### src/rtl/operand_fetch_pkg.sv
// Shared widths, register-file geometry and the opcode set used by decode,
// operand fetch and the ALU.
package operand_fetch_pkg;

   localparam int DATA_W = 8;
   localparam int ADDR_W = 3;
   localparam int OP_W   = 5;
   localparam int CNT_W  = 2;
   localparam int NREG   = 1 << ADDR_W;

   typedef logic [DATA_W-1:0] data_t;
   typedef logic [ADDR_W-1:0] reg_addr_t;
   typedef logic [CNT_W-1:0]  cnt_t;

   localparam cnt_t CNT_MAX = '1;

   typedef enum logic [OP_W-1:0] {
      OP_NOP = 5'd0,
      OP_ADD,
      OP_SUB,
      OP_AND,
      OP_OR,
      OP_XOR,
      OP_SHL,
      OP_SHR
   } opcode_e;

endpackage

### src/rtl/operand_fetch_if.sv
// Issue, register-file read, writeback and ALU-side bundle of the operand
// fetch stage; slave is the stage itself, master is its environment.
interface operand_fetch_if;
   import operand_fetch_pkg::*;

   logic      in_valid;
   logic      in_ready;
   opcode_e   in_op;
   reg_addr_t in_src1;
   reg_addr_t in_src2;
   reg_addr_t in_dst;
   logic      in_wr;

   reg_addr_t rf_rd_addr1;
   reg_addr_t rf_rd_addr2;
   data_t     rf_rd_data1;
   data_t     rf_rd_data2;

   logic      wb_en;
   reg_addr_t wb_addr;
   data_t     wb_data;

   logic      out_valid;
   logic      out_ready;
   opcode_e   out_op;
   reg_addr_t out_dst;
   logic      out_wr;
   data_t     out_a;
   data_t     out_b;
   logic      sb_err;

   modport slave (
      input  in_valid, in_op, in_src1, in_src2, in_dst, in_wr,
      output in_ready,
      output rf_rd_addr1, rf_rd_addr2,
      input  rf_rd_data1, rf_rd_data2,
      input  wb_en, wb_addr, wb_data,
      output out_valid, out_op, out_dst, out_wr, out_a, out_b, sb_err,
      input  out_ready
   );

   modport master (
      output in_valid, in_op, in_src1, in_src2, in_dst, in_wr,
      input  in_ready,
      input  rf_rd_addr1, rf_rd_addr2,
      output rf_rd_data1, rf_rd_data2,
      output wb_en, wb_addr, wb_data,
      input  out_valid, out_op, out_dst, out_wr, out_a, out_b, sb_err,
      output out_ready
   );

endinterface

### src/rtl/operand_fetch_reg_scoreboard.sv
// Per-register count of issued-but-unretired writes; flags source hazards,
// counter saturation and writebacks that arrive with nothing outstanding.
module reg_scoreboard
   import operand_fetch_pkg::*;
(
   input  logic      clk,
   input  logic      reset,
   input  reg_addr_t src1,
   input  reg_addr_t src2,
   input  reg_addr_t dst,
   input  logic      wr,
   input  logic      issue,
   input  logic      wb_en,
   input  reg_addr_t wb_addr,
   output logic      busy1,
   output logic      busy2,
   output logic      sat,
   output logic      sb_err
);

   cnt_t cnt [NREG];
   logic alloc;

   // A single outstanding write is harmless when it retires this very cycle.
   function automatic logic src_busy(cnt_t c, logic wb_hit);
      return (c > cnt_t'(1)) || ((c == cnt_t'(1)) && !wb_hit);
   endfunction

   function automatic cnt_t cnt_next(cnt_t c, logic inc, logic dec);
      case ({inc, dec})
         2'b10:   return (c == CNT_MAX) ? c : c + cnt_t'(1);
         2'b01:   return (c == '0) ? c : c - cnt_t'(1);
         default: return c;
      endcase
   endfunction

   assign alloc = issue && wr;
   assign busy1 = src_busy(cnt[src1], wb_en && (wb_addr == src1));
   assign busy2 = src_busy(cnt[src2], wb_en && (wb_addr == src2));
   assign sat   = wr && (cnt[dst] == CNT_MAX) && !(wb_en && (wb_addr == dst));

   always_ff @(posedge clk or negedge reset) begin
      if (!reset) begin
         for (int r = 0; r < NREG; r++) cnt[r] <= '0;
         sb_err <= 1'b0;
      end else begin
         for (int r = 0; r < NREG; r++)
            cnt[r] <= cnt_next(cnt[r], alloc && (dst == reg_addr_t'(r)),
                               wb_en && (wb_addr == reg_addr_t'(r)));
         if (wb_en && (cnt[wb_addr] == '0) && !(alloc && (dst == wb_addr)))
            sb_err <= 1'b1;
      end
   end

endmodule

### src/rtl/operand_fetch.sv
// Operand fetch: register-file read with writeback forwarding, scoreboard
// hazard stall and a single output register feeding the ALU.
module operand_fetch
   import operand_fetch_pkg::*;
(
   input  logic           clk,
   input  logic           reset,
   operand_fetch_if.slave bus
);

   logic      busy1, busy2, sat, sb_err;
   logic      ready, fire;
   data_t     opa_p0, opb_p0;

   logic      vld_p1;
   opcode_e   op_p1;
   reg_addr_t dst_p1;
   logic      wr_p1;
   data_t     a_p1, b_p1;

   // The file commits a writeback one cycle late, so same-cycle wb data wins.
   function automatic data_t fwd_sel(reg_addr_t src, data_t rf_data,
                                     logic wb_en, reg_addr_t wb_addr,
                                     data_t wb_data);
      return (wb_en && (wb_addr == src)) ? wb_data : rf_data;
   endfunction

   assign bus.rf_rd_addr1 = bus.in_src1;
   assign bus.rf_rd_addr2 = bus.in_src2;

   assign opa_p0 = fwd_sel(bus.in_src1, bus.rf_rd_data1, bus.wb_en, bus.wb_addr, bus.wb_data);
   assign opb_p0 = fwd_sel(bus.in_src2, bus.rf_rd_data2, bus.wb_en, bus.wb_addr, bus.wb_data);

   assign ready = (!vld_p1 || bus.out_ready) && !busy1 && !busy2 && !sat;
   assign fire  = bus.in_valid && ready;

   reg_scoreboard u_sb (
      .clk     (clk),
      .reset   (reset),
      .src1    (bus.in_src1),
      .src2    (bus.in_src2),
      .dst     (bus.in_dst),
      .wr      (bus.in_wr),
      .issue   (fire),
      .wb_en   (bus.wb_en),
      .wb_addr (bus.wb_addr),
      .busy1   (busy1),
      .busy2   (busy2),
      .sat     (sat),
      .sb_err  (sb_err)
   );

   // p0 -> p1: operand bundle register toward the ALU
   always_ff @(posedge clk or negedge reset) begin
      if (!reset) begin
         vld_p1 <= 1'b0;
         op_p1  <= OP_NOP;
         dst_p1 <= '0;
         wr_p1  <= 1'b0;
         a_p1   <= '0;
         b_p1   <= '0;
      end else if (fire) begin
         vld_p1 <= 1'b1;
         op_p1  <= bus.in_op;
         dst_p1 <= bus.in_dst;
         wr_p1  <= bus.in_wr;
         a_p1   <= opa_p0;
         b_p1   <= opb_p0;
      end else if (bus.out_ready) begin
         vld_p1 <= 1'b0;
      end
   end

   assign bus.in_ready  = ready;
   assign bus.out_valid = vld_p1;
   assign bus.out_op    = op_p1;
   assign bus.out_dst   = dst_p1;
   assign bus.out_wr    = wr_p1;
   assign bus.out_a     = a_p1;
   assign bus.out_b     = b_p1;
   assign bus.sb_err    = sb_err;

endmodule

### src/flat_wrapper.sv
// flat-port wrapper written by rule: the top's interface ports become plain ports
module operand_fetch_flat import operand_fetch_pkg::*;
  (clk, reset, bus_in_valid, bus_in_op, bus_in_src1, bus_in_src2, bus_in_dst, bus_in_wr, bus_in_ready, bus_rf_rd_addr1, bus_rf_rd_addr2, bus_rf_rd_data1, bus_rf_rd_data2, bus_wb_en, bus_wb_addr, bus_wb_data, bus_out_valid, bus_out_op, bus_out_dst, bus_out_wr, bus_out_a, bus_out_b, bus_sb_err, bus_out_ready);
  operand_fetch_if bus_i ();
  input  logic clk;
  input  logic reset;
  input wire logic [$bits(bus_i.in_valid)-1:0] bus_in_valid;
  input wire logic [$bits(bus_i.in_op)-1:0] bus_in_op;
  input wire logic [$bits(bus_i.in_src1)-1:0] bus_in_src1;
  input wire logic [$bits(bus_i.in_src2)-1:0] bus_in_src2;
  input wire logic [$bits(bus_i.in_dst)-1:0] bus_in_dst;
  input wire logic [$bits(bus_i.in_wr)-1:0] bus_in_wr;
  output wire logic [$bits(bus_i.in_ready)-1:0] bus_in_ready;
  output wire logic [$bits(bus_i.rf_rd_addr1)-1:0] bus_rf_rd_addr1;
  output wire logic [$bits(bus_i.rf_rd_addr2)-1:0] bus_rf_rd_addr2;
  input wire logic [$bits(bus_i.rf_rd_data1)-1:0] bus_rf_rd_data1;
  input wire logic [$bits(bus_i.rf_rd_data2)-1:0] bus_rf_rd_data2;
  input wire logic [$bits(bus_i.wb_en)-1:0] bus_wb_en;
  input wire logic [$bits(bus_i.wb_addr)-1:0] bus_wb_addr;
  input wire logic [$bits(bus_i.wb_data)-1:0] bus_wb_data;
  output wire logic [$bits(bus_i.out_valid)-1:0] bus_out_valid;
  output wire logic [$bits(bus_i.out_op)-1:0] bus_out_op;
  output wire logic [$bits(bus_i.out_dst)-1:0] bus_out_dst;
  output wire logic [$bits(bus_i.out_wr)-1:0] bus_out_wr;
  output wire logic [$bits(bus_i.out_a)-1:0] bus_out_a;
  output wire logic [$bits(bus_i.out_b)-1:0] bus_out_b;
  output wire logic [$bits(bus_i.sb_err)-1:0] bus_sb_err;
  input wire logic [$bits(bus_i.out_ready)-1:0] bus_out_ready;
  assign bus_i.in_valid = bus_in_valid;
  assign bus_i.in_op = bus_in_op;
  assign bus_i.in_src1 = bus_in_src1;
  assign bus_i.in_src2 = bus_in_src2;
  assign bus_i.in_dst = bus_in_dst;
  assign bus_i.in_wr = bus_in_wr;
  assign bus_in_ready = bus_i.in_ready;
  assign bus_rf_rd_addr1 = bus_i.rf_rd_addr1;
  assign bus_rf_rd_addr2 = bus_i.rf_rd_addr2;
  assign bus_i.rf_rd_data1 = bus_rf_rd_data1;
  assign bus_i.rf_rd_data2 = bus_rf_rd_data2;
  assign bus_i.wb_en = bus_wb_en;
  assign bus_i.wb_addr = bus_wb_addr;
  assign bus_i.wb_data = bus_wb_data;
  assign bus_out_valid = bus_i.out_valid;
  assign bus_out_op = bus_i.out_op;
  assign bus_out_dst = bus_i.out_dst;
  assign bus_out_wr = bus_i.out_wr;
  assign bus_out_a = bus_i.out_a;
  assign bus_out_b = bus_i.out_b;
  assign bus_sb_err = bus_i.sb_err;
  assign bus_i.out_ready = bus_out_ready;
  operand_fetch u_core (.clk(clk), .reset(reset), .bus(bus_i));
endmodule
### config.mk
export PLATFORM = sky130hd
export DESIGN_NAME = operand_fetch_flat
export DESIGN_NICKNAME = d
export VERILOG_FILES = /design/src/rtl/operand_fetch_pkg.sv /design/src/rtl/operand_fetch_if.sv /design/src/rtl/operand_fetch_reg_scoreboard.sv /design/src/rtl/operand_fetch.sv /design/src/flat_wrapper.sv
export SDC_FILE = /design/constraint.sdc
export NUM_CORES = 1
export LEC_CHECK = 0
export ABC_AREA = 1
export BUFFER_PORTS_ARGS = -buffer_cell sky130_fd_sc_hd__buf_4
export CAP_MARGIN = 20
export CORE_ASPECT_RATIO = 0.5
export CORE_MARGIN = 4
export CORE_UTILIZATION = 45
export DETAILED_ROUTE_END_ITERATION = 12
export PLACE_DENSITY = 0.76
export SLEW_MARGIN = 20
export SYNTH_ARGS = -nofsm -noshare
export SYNTH_HDL_FRONTEND = slang
export SYNTH_SLANG_ARGS = --single-unit
### constraint.sdc
create_clock -name clk -period 2.2 [get_ports clk]
set_input_delay 0.44 -clock clk [delete_from_list [all_inputs] [get_ports clk]]
set_output_delay 0.44 -clock clk [all_outputs]
set_load 0.02 [all_outputs]
=== After elaboration in Yosys (flattened, before gate mapping) ===
Index checks and enable logic that the tools add are counted.

* Muxes and demuxes: 40
* Add/sub/neg operators: 16
* Bitwise gates (word level): 4
* Eq/ne operators: 61
* Shift operators: 0
* $lt $le $gt $ge: 6
* Divide/modulo/power cells: 0
* Reductions and logical operators: 70
* $mul: 0

{| class="wikitable"
|+ Operators by type and width
! kind !! number
|-
| $mux W2 || 24
|-
| $eq A2 B2 Y1 const B || 17
|-
| $ne A2 B2 Y1 const B || 16
|-
| $pmux W2 S2 || 8
|-
| $logic_and A1 B1 Y1 || 31
|-
| $bmux W2 S3 || 4
|-
| $eq A3 B3 Y1 const B || 8
|-
| $reduce_and A3 Y1 || 8
|-
| $eq A2 B1 Y1 const B || 10
|-
| $logic_not A2 Y1 || 9
|-
| $reduce_bool A2 Y1 || 9
|-
| $add A2 B1 Y2 const B || 8
|-
| $ge A4 B4 Y1 const B || 4
|-
| $mux W8 || 2
|-
| $not A3 Y4 || 4
|-
| $sub A2 B1 Y2 const B || 8
|-
| $eq A3 B2 Y1 const B || 4
|-
| $eq A3 B3 Y1 || 4
|-
| $logic_not A1 Y1 || 8
|-
| $eq A3 B1 Y1 const B || 2
|-
| $logic_not A3 Y1 || 2
|-
| $gt A2 B1 Y1 const B || 2
|-
| $logic_or A1 B1 Y1 || 3
|-
| $mux W1 || 2
|}

* Bits in registers: 43
* ROM bits: 0
* Latch bits: 0
* Memories: 0
* Bits in writable memories: 0
* Bits of input ports: 47
* Output and inout port bits: 34
* Logic and storage cells: 212

=== Longest topological paths before layout ===
* Depth after elaboration: 17
* Mapped depth: 19
* Mapped depth without buffers: 18

=== Hierarchy ===
A second synthesis with hierarchy kept.

* Cell total of the unflattened synthesis: 544
* Area, all modules: 3,534.6 um2

{| class="wikitable"
|+ By module, submodules not included
! module !! times used !! seq. area each (um2) !! cells an instance !! area an instance (um2)
|-
| reg_scoreboard || 1 || 425.4 || 337 || 2,055.7
|-
| operand_fetch || 1 || 650.6 || 207 || 1,478.9
|}

=== Worst setup path after synthesis ===
No wires, ideal clock.

* Kind: input-to-reg
* From: input port bus_wb_addr[1]
* To: register u_core.u_sb.cnt[11] (netlist name)
* Library setup time: 0.079 ns
* Data required time: 2.121 ns
* Buffers on the path: 1
* Stages on the path: 16
* Data arrival time: 2.427 ns
* Setup slack: -0.307 ns
* Cells stage by stage: buf_2 inv_2 nand2_1 nand2_1 nor2_2 nand2_4 nand3_2 nand2_2 nor2_4 nand4_2 inv_2 nand3_1 ha_1 a311o_1 a21oi_1 xor2_1

* Word-level cells in the longest chain between the ends: 15
* Elaborated cells between the ends (all ways): 32
* Classes of those cells: eq/ne (8); mux (1); reduce/logical (23)

{| class="wikitable"
|+ Ends and longest elaborated chain
! what !! line !! source
|-
| start, declared || flat_wrapper.sv:19 || <nowiki>input wire logic [$bits(bus_i.wb_addr)-1:0] bus_wb_addr;</nowiki>
|-
| $eq A3 B3 Y1 || operand_fetch_reg_scoreboard.sv:38 || <nowiki>assign busy1 = src_busy(cnt[src1], wb_en && (wb_addr == src1));</nowiki>
|-
| $logic_and A1 B1 Y1 || operand_fetch_reg_scoreboard.sv:38 ||
|-
| $logic_not A1 Y1 || operand_fetch_reg_scoreboard.sv:26 || <nowiki>return (c > cnt_t'(1)) || ((c == cnt_t'(1)) && !wb_hit);</nowiki>
|-
| $logic_and A1 B1 Y1 || operand_fetch_reg_scoreboard.sv:26 ||
|-
| $logic_or A1 B1 Y1 || operand_fetch_reg_scoreboard.sv:26 ||
|-
| $logic_not A1 Y1 || operand_fetch.sv:34 || <nowiki>assign ready = (!vld_p1 || bus.out_ready) && !busy1 && !busy2 && !sat;</nowiki>
|-
| $logic_and A1 B1 Y1 (3 in series) || operand_fetch.sv:34 ||
|-
| $logic_and A1 B1 Y1 || operand_fetch.sv:35 || <nowiki>assign fire = bus.in_valid && ready;</nowiki>
|-
| $logic_and A1 B1 Y1 || operand_fetch_reg_scoreboard.sv:37 || <nowiki>assign alloc = issue && wr;</nowiki>
|-
| $logic_and A1 B1 Y1 || operand_fetch_reg_scoreboard.sv:48 || <nowiki>cnt[r] <= cnt_next(cnt[r], alloc && (dst == reg_addr_t'(r)),</nowiki>
|-
| $eq A2 B1 Y1 or $eq A2 B2 Y1 (tied branches) || operand_fetch_reg_scoreboard.sv:30 || <nowiki>case ({inc, dec})</nowiki>
|-
| $ne A2 B2 Y1 (no source line) or $reduce_bool A2 Y1 (tied branches) || n/a ||
|-
| $reduce_and A3 Y1 (no source line) || n/a ||
|-
| end signal, assigned by index || operand_fetch_reg_scoreboard.sv:48 ||
|-
| end, declared || operand_fetch_reg_scoreboard.sv:21 || <nowiki>cnt_t cnt [NREG];</nowiki>
|}

Several ways; a longest one is shown, not always the timed one.
A chain may end at the register's enable or synchronous reset.

=== Worst setup path after layout ===
* From: register u_core.u_sb.cnt[7] (netlist name)
* To: register u_core.u_sb.cnt[4] (netlist name)

* Word-level cells in the longest chain between the ends: 16
* Elaborated cells between the ends (all ways): 36
* Classes of those cells: order compare (2); eq/ne (7); mux (10); reduce/logical (17)

{| class="wikitable"
|+ Ends and longest elaborated chain
! what !! line
|-
| $bmux W2 S3 || operand_fetch_reg_scoreboard.sv:38
|-
| $mux W2 (not written as such) (2 in series) || operand_fetch_reg_scoreboard.sv:38
|-
| $eq A2 B1 Y1 || operand_fetch_reg_scoreboard.sv:26
|-
| $logic_and A1 B1 Y1 || operand_fetch_reg_scoreboard.sv:26
|-
| $logic_or A1 B1 Y1 || operand_fetch_reg_scoreboard.sv:26
|-
| $logic_not A1 Y1 || operand_fetch.sv:34
|-
| $logic_and A1 B1 Y1 (2 in series) || operand_fetch.sv:34
|-
| $logic_and A1 B1 Y1 * || operand_fetch.sv:34
|-
| $logic_and A1 B1 Y1 * || operand_fetch.sv:35
|-
| $logic_and A1 B1 Y1 * || operand_fetch_reg_scoreboard.sv:37
|-
| $logic_and A1 B1 Y1 * || operand_fetch_reg_scoreboard.sv:48
|-
| $eq A2 B1 Y1 or $eq A2 B2 Y1 (tied branches) || operand_fetch_reg_scoreboard.sv:30
|-
| $ne A2 B2 Y1 (no source line) or $reduce_bool A2 Y1 (tied branches) || n/a
|-
| $reduce_and A3 Y1 (no source line) || n/a
|}

Mark *: on every way between the ends. The rest lies on a longest branch, timed or not. The select of a mux whose other input is x is not followed.

==> out/qor.yml <==
synthesis:
  synth.most_common_cell: "nand2_1"
  synthFlopType: "dfrtp_1"
  ys.warnings.count: 0
  syn-num-nets: 528
  synth_common_cells: "164 x nand2_1, 53 x inv_1, 43 x dfrtp_1"
  synth_enable_flop_cells: 0
  synth-seq-cells: 43
  syn-cell-area_um2: 3260
  synth.largest_area_cell: "dfrtp_1"
  postSynthAreaPerCell_um2: 7.01
  async_reset_ff_frac: 1.00
  ys_seq_area_frac: 0.330
  netlist_instances: 465
  synth.distinct_cells: 40
  synthTopCellsByArea: "dfrtp_1 33%, nand2_1 19%, ha_1 6.1%, inv_1 6.1%, nand3_1 6.0%"
  synth_top_area_frac: 0.330
clock_network:
  cts-root-buf: "clkbuf_16"
  cts_made_buffers: 5
  clk_pin_slew_ps: 70
  h-tree-depth: 2
  tritoncts: "built"
  clk_latency_ps: 300
  cts.sinks: 43
  clockBufferDepth: 2
  hold_buffers: 0
placed_design:
  portBuffers: 80
  dp_hpwl_mm: 7.46
  routabilityCongestion: 0.908
  postPlaceCellArea_um2: 4340
  post-place-ws_ps: -432
worst_setup_path:
  rrSetupSlack_ps: -270
  reg2reg_depth: 14
  critPathMaxFanout: 5
  reg2reg_to: "u_core.u_sb.cnt[4]"
  r2r_start: "u_core.u_sb.cnt[7]"
  path_class: "flip-flop to flip-flop"
  required_ps: 2370
  end_kind: "flip-flop"
  cp.arrival_ps: 2640
  start_kind: "flip-flop"
detailed_routing:
  dr.pass1.iters: 5
  drt_iter0_drc: 245
  vias: 3740
  postRouteAntennaNets: 0
  wirelength_mm: 11.3
  wl_per_cell_um: 16.2
  via_per_inst: 5.36
  route.detailed.drc: 0
job:
  drv_cap: 0
power:
  leakage_nw: 2.58
  pwr_density_cell_nw_per_um2: 980
  ir_drop_mv: 0.872
  switchingPower_w: 0.00204
  p_seq_frac: 0.285
  p_int_w: 0.00286
  clockPowerShare: 0.191
  combPwrFrac: 0.524
  switching_share: 0.417
timing:
  setup_viol: 16
  period_share: 1.12
  hold_violations: 0
  finClkSkew_ps: 6.77
  maxSlewHeadroom: 0.614
  final_max_slew_viol_count: 0
  worst_slack_ps: -271
  rsz0062_at_grt: "yes"
  fmax_ghz: 0.405
  fin_crit_ps: 2470
  tightest_slew_ps: 579
finish:
  drive_gt1_frac: 0.446
  antenna_cells: 0
  syn_to_final_growth_pct: 53.4
  design_area_um2: 5000
  final_nets: 668
  fill_cells: 455
floorplanning:
  die_y_um: 68.2
  die_width_um: 128
  core_area_um2: 6860
  dieArea_um2: 8750
  fp-row-count: 21
  start_util: 0.475
  num_io_pins: 81
grt:
  track_usage: 0.239
  overflow: 0
  grt_pass1_wl_mm: 16.3
  antenna_found_initial: 0
  grt_pass1_vias: 3517
  grt_max_degree: 44
run_status:
  status: "finished with violations"
  violations: "setup timing"
hold_path:
  hold_path.class: "input port to asynchronous set/reset pin"
[layout by cell type (no fill, tap or decap), types with 11 or more instances in the layout]
cell type,synthesis,final
nand2_1,164,153
buf_4,8,144
dfrtp_1,43,41
inv_1,53,33
inv_2,8,25
nor2_1,27,25
nand3_1,39,24
nand2_2,1,11
o21ai_1,5,11
[worst max-delay path by stage]
stage | startpoint | to | slack, ps | cells after the start
floorplan | bus_wb_addr[1] | u_core.u_sb.cnt[11] | -250 | 18
global placement | bus_in_src2[0] | u_core.u_sb.cnt[11] | -310 | 17
detailed placement | bus_in_src2[0] | u_core.u_sb.cnt[11] | -430 | 17
CTS | u_core.u_sb.cnt[7] | u_core.u_sb.cnt[11] | -140 | 14
global route | u_core.u_sb.cnt[4] | u_core.u_sb.cnt[4] | -410 | 16
finish | u_core.u_sb.cnt[7] | u_core.u_sb.cnt[4] | -270 | 14
[cell type report]
type                       instances  area (µm²)  share of cell area
tap                               92         115              0.0230
inverter                          63         254              0.0508
multi-input combinational        341        2210               0.443
clock inverter                     2        38.8             0.00776
timing repair buffer             151        1160               0.232
clock buffer                       6         139              0.0278
sequential                        43        1080               0.216
[registers in the layout, summed over array words and instances (netlist names)]
| name | count |
|---|---|
| u_core.bus.out_wr | 1 |
| u_core.bus.out_b | 8 |
| u_core.u_sb.sb_err | 1 |
| u_core.bus.out_dst | 3 |
| u_core.bus.out_a | 8 |
| u_core.bus.out_op | 5 |
| u_core.bus.out_valid | 1 |
| u_core.u_sb.cnt | 16 |
[worst max-delay path: stages, from the launching register on]
cell,delay [ps]
dfrtp_2,450
inv_2,100
nand2_1,60
nand3_1,80
nand3_1,70
nand2_1,90
nand3_2,90
nor2_4,170
nand4_4,120
clkinv_4,110
nand3_1,180
ha_4,340
a31o_2,120
nor2_2,50
a221oi_1,310
[power by group through the flow]
| stage | combinational (W) | clock, W | sequential, W |
|---|---|---|---|
| floorplan | 0.000888 | 0 | 0.00166 |
| global placement | 0.00219 | 0 | 0.00137 |
| detailed placement | 0.00223 | 0 | 0.00137 |
| CTS | 0.00231 | 0.000933 | 0.00138 |
| global route | 0.00278 | 0.000959 | 0.00144 |
| finish | 0.00257 | 0.000934 | 0.00140 |
[layer usage]
layer | GRT usage | share of wire | up-vias
met3 | 0.0733 | 0.096 | 53
met2 | 0.407 | 0.45 | 198
met5 | 0 | 0 | -
li1 | - | - | 1753
met1 | 0.301 | 0.41 | 1736
met4 | 0.0582 | 0.039 | 0
[cells by family after synthesis]
kind of cell | Yosys count | share of synthesized area
AOI/OAI and AO/OA | 53 | 0.102
xor gates and xnor gates | 13 | 0.0349
adders and majority gates | 16 | 0.0614
buffers and inverters | 81 | 0.111
DFF | 43 | 0.330
muxes | 7 | 0.0242
and+or+nand+nor | 252 | 0.336
[timing repair]
item | in CTS | in global routing
endpoints found under the setup margin | 18 | 38
gates resized for setup | 15 | 80
pin swaps | 15 | 35
buffers inserted | 9 | 8
[metrics by stage]
step / setup TNS [ps] / hold slack [ps] / utilization / std cells / total power, W
after global routing: -4520 / 189 / 0.729 / 698 / 0.00518
final: -2300 / 133 / 0.729 / 698 / 0.00490
after CTS: -1150 / 157 / 0.674 / 691 / 0.00462
after floorplan: -1100 / 144 / - / 465 / 0.00255
after global placement: -4460 / 458 / 0.632 / 674 / 0.00356
after detailed placement: -5990 / 454 / 0.632 / 674 / 0.00361
(Power assumes the default switching activity.)
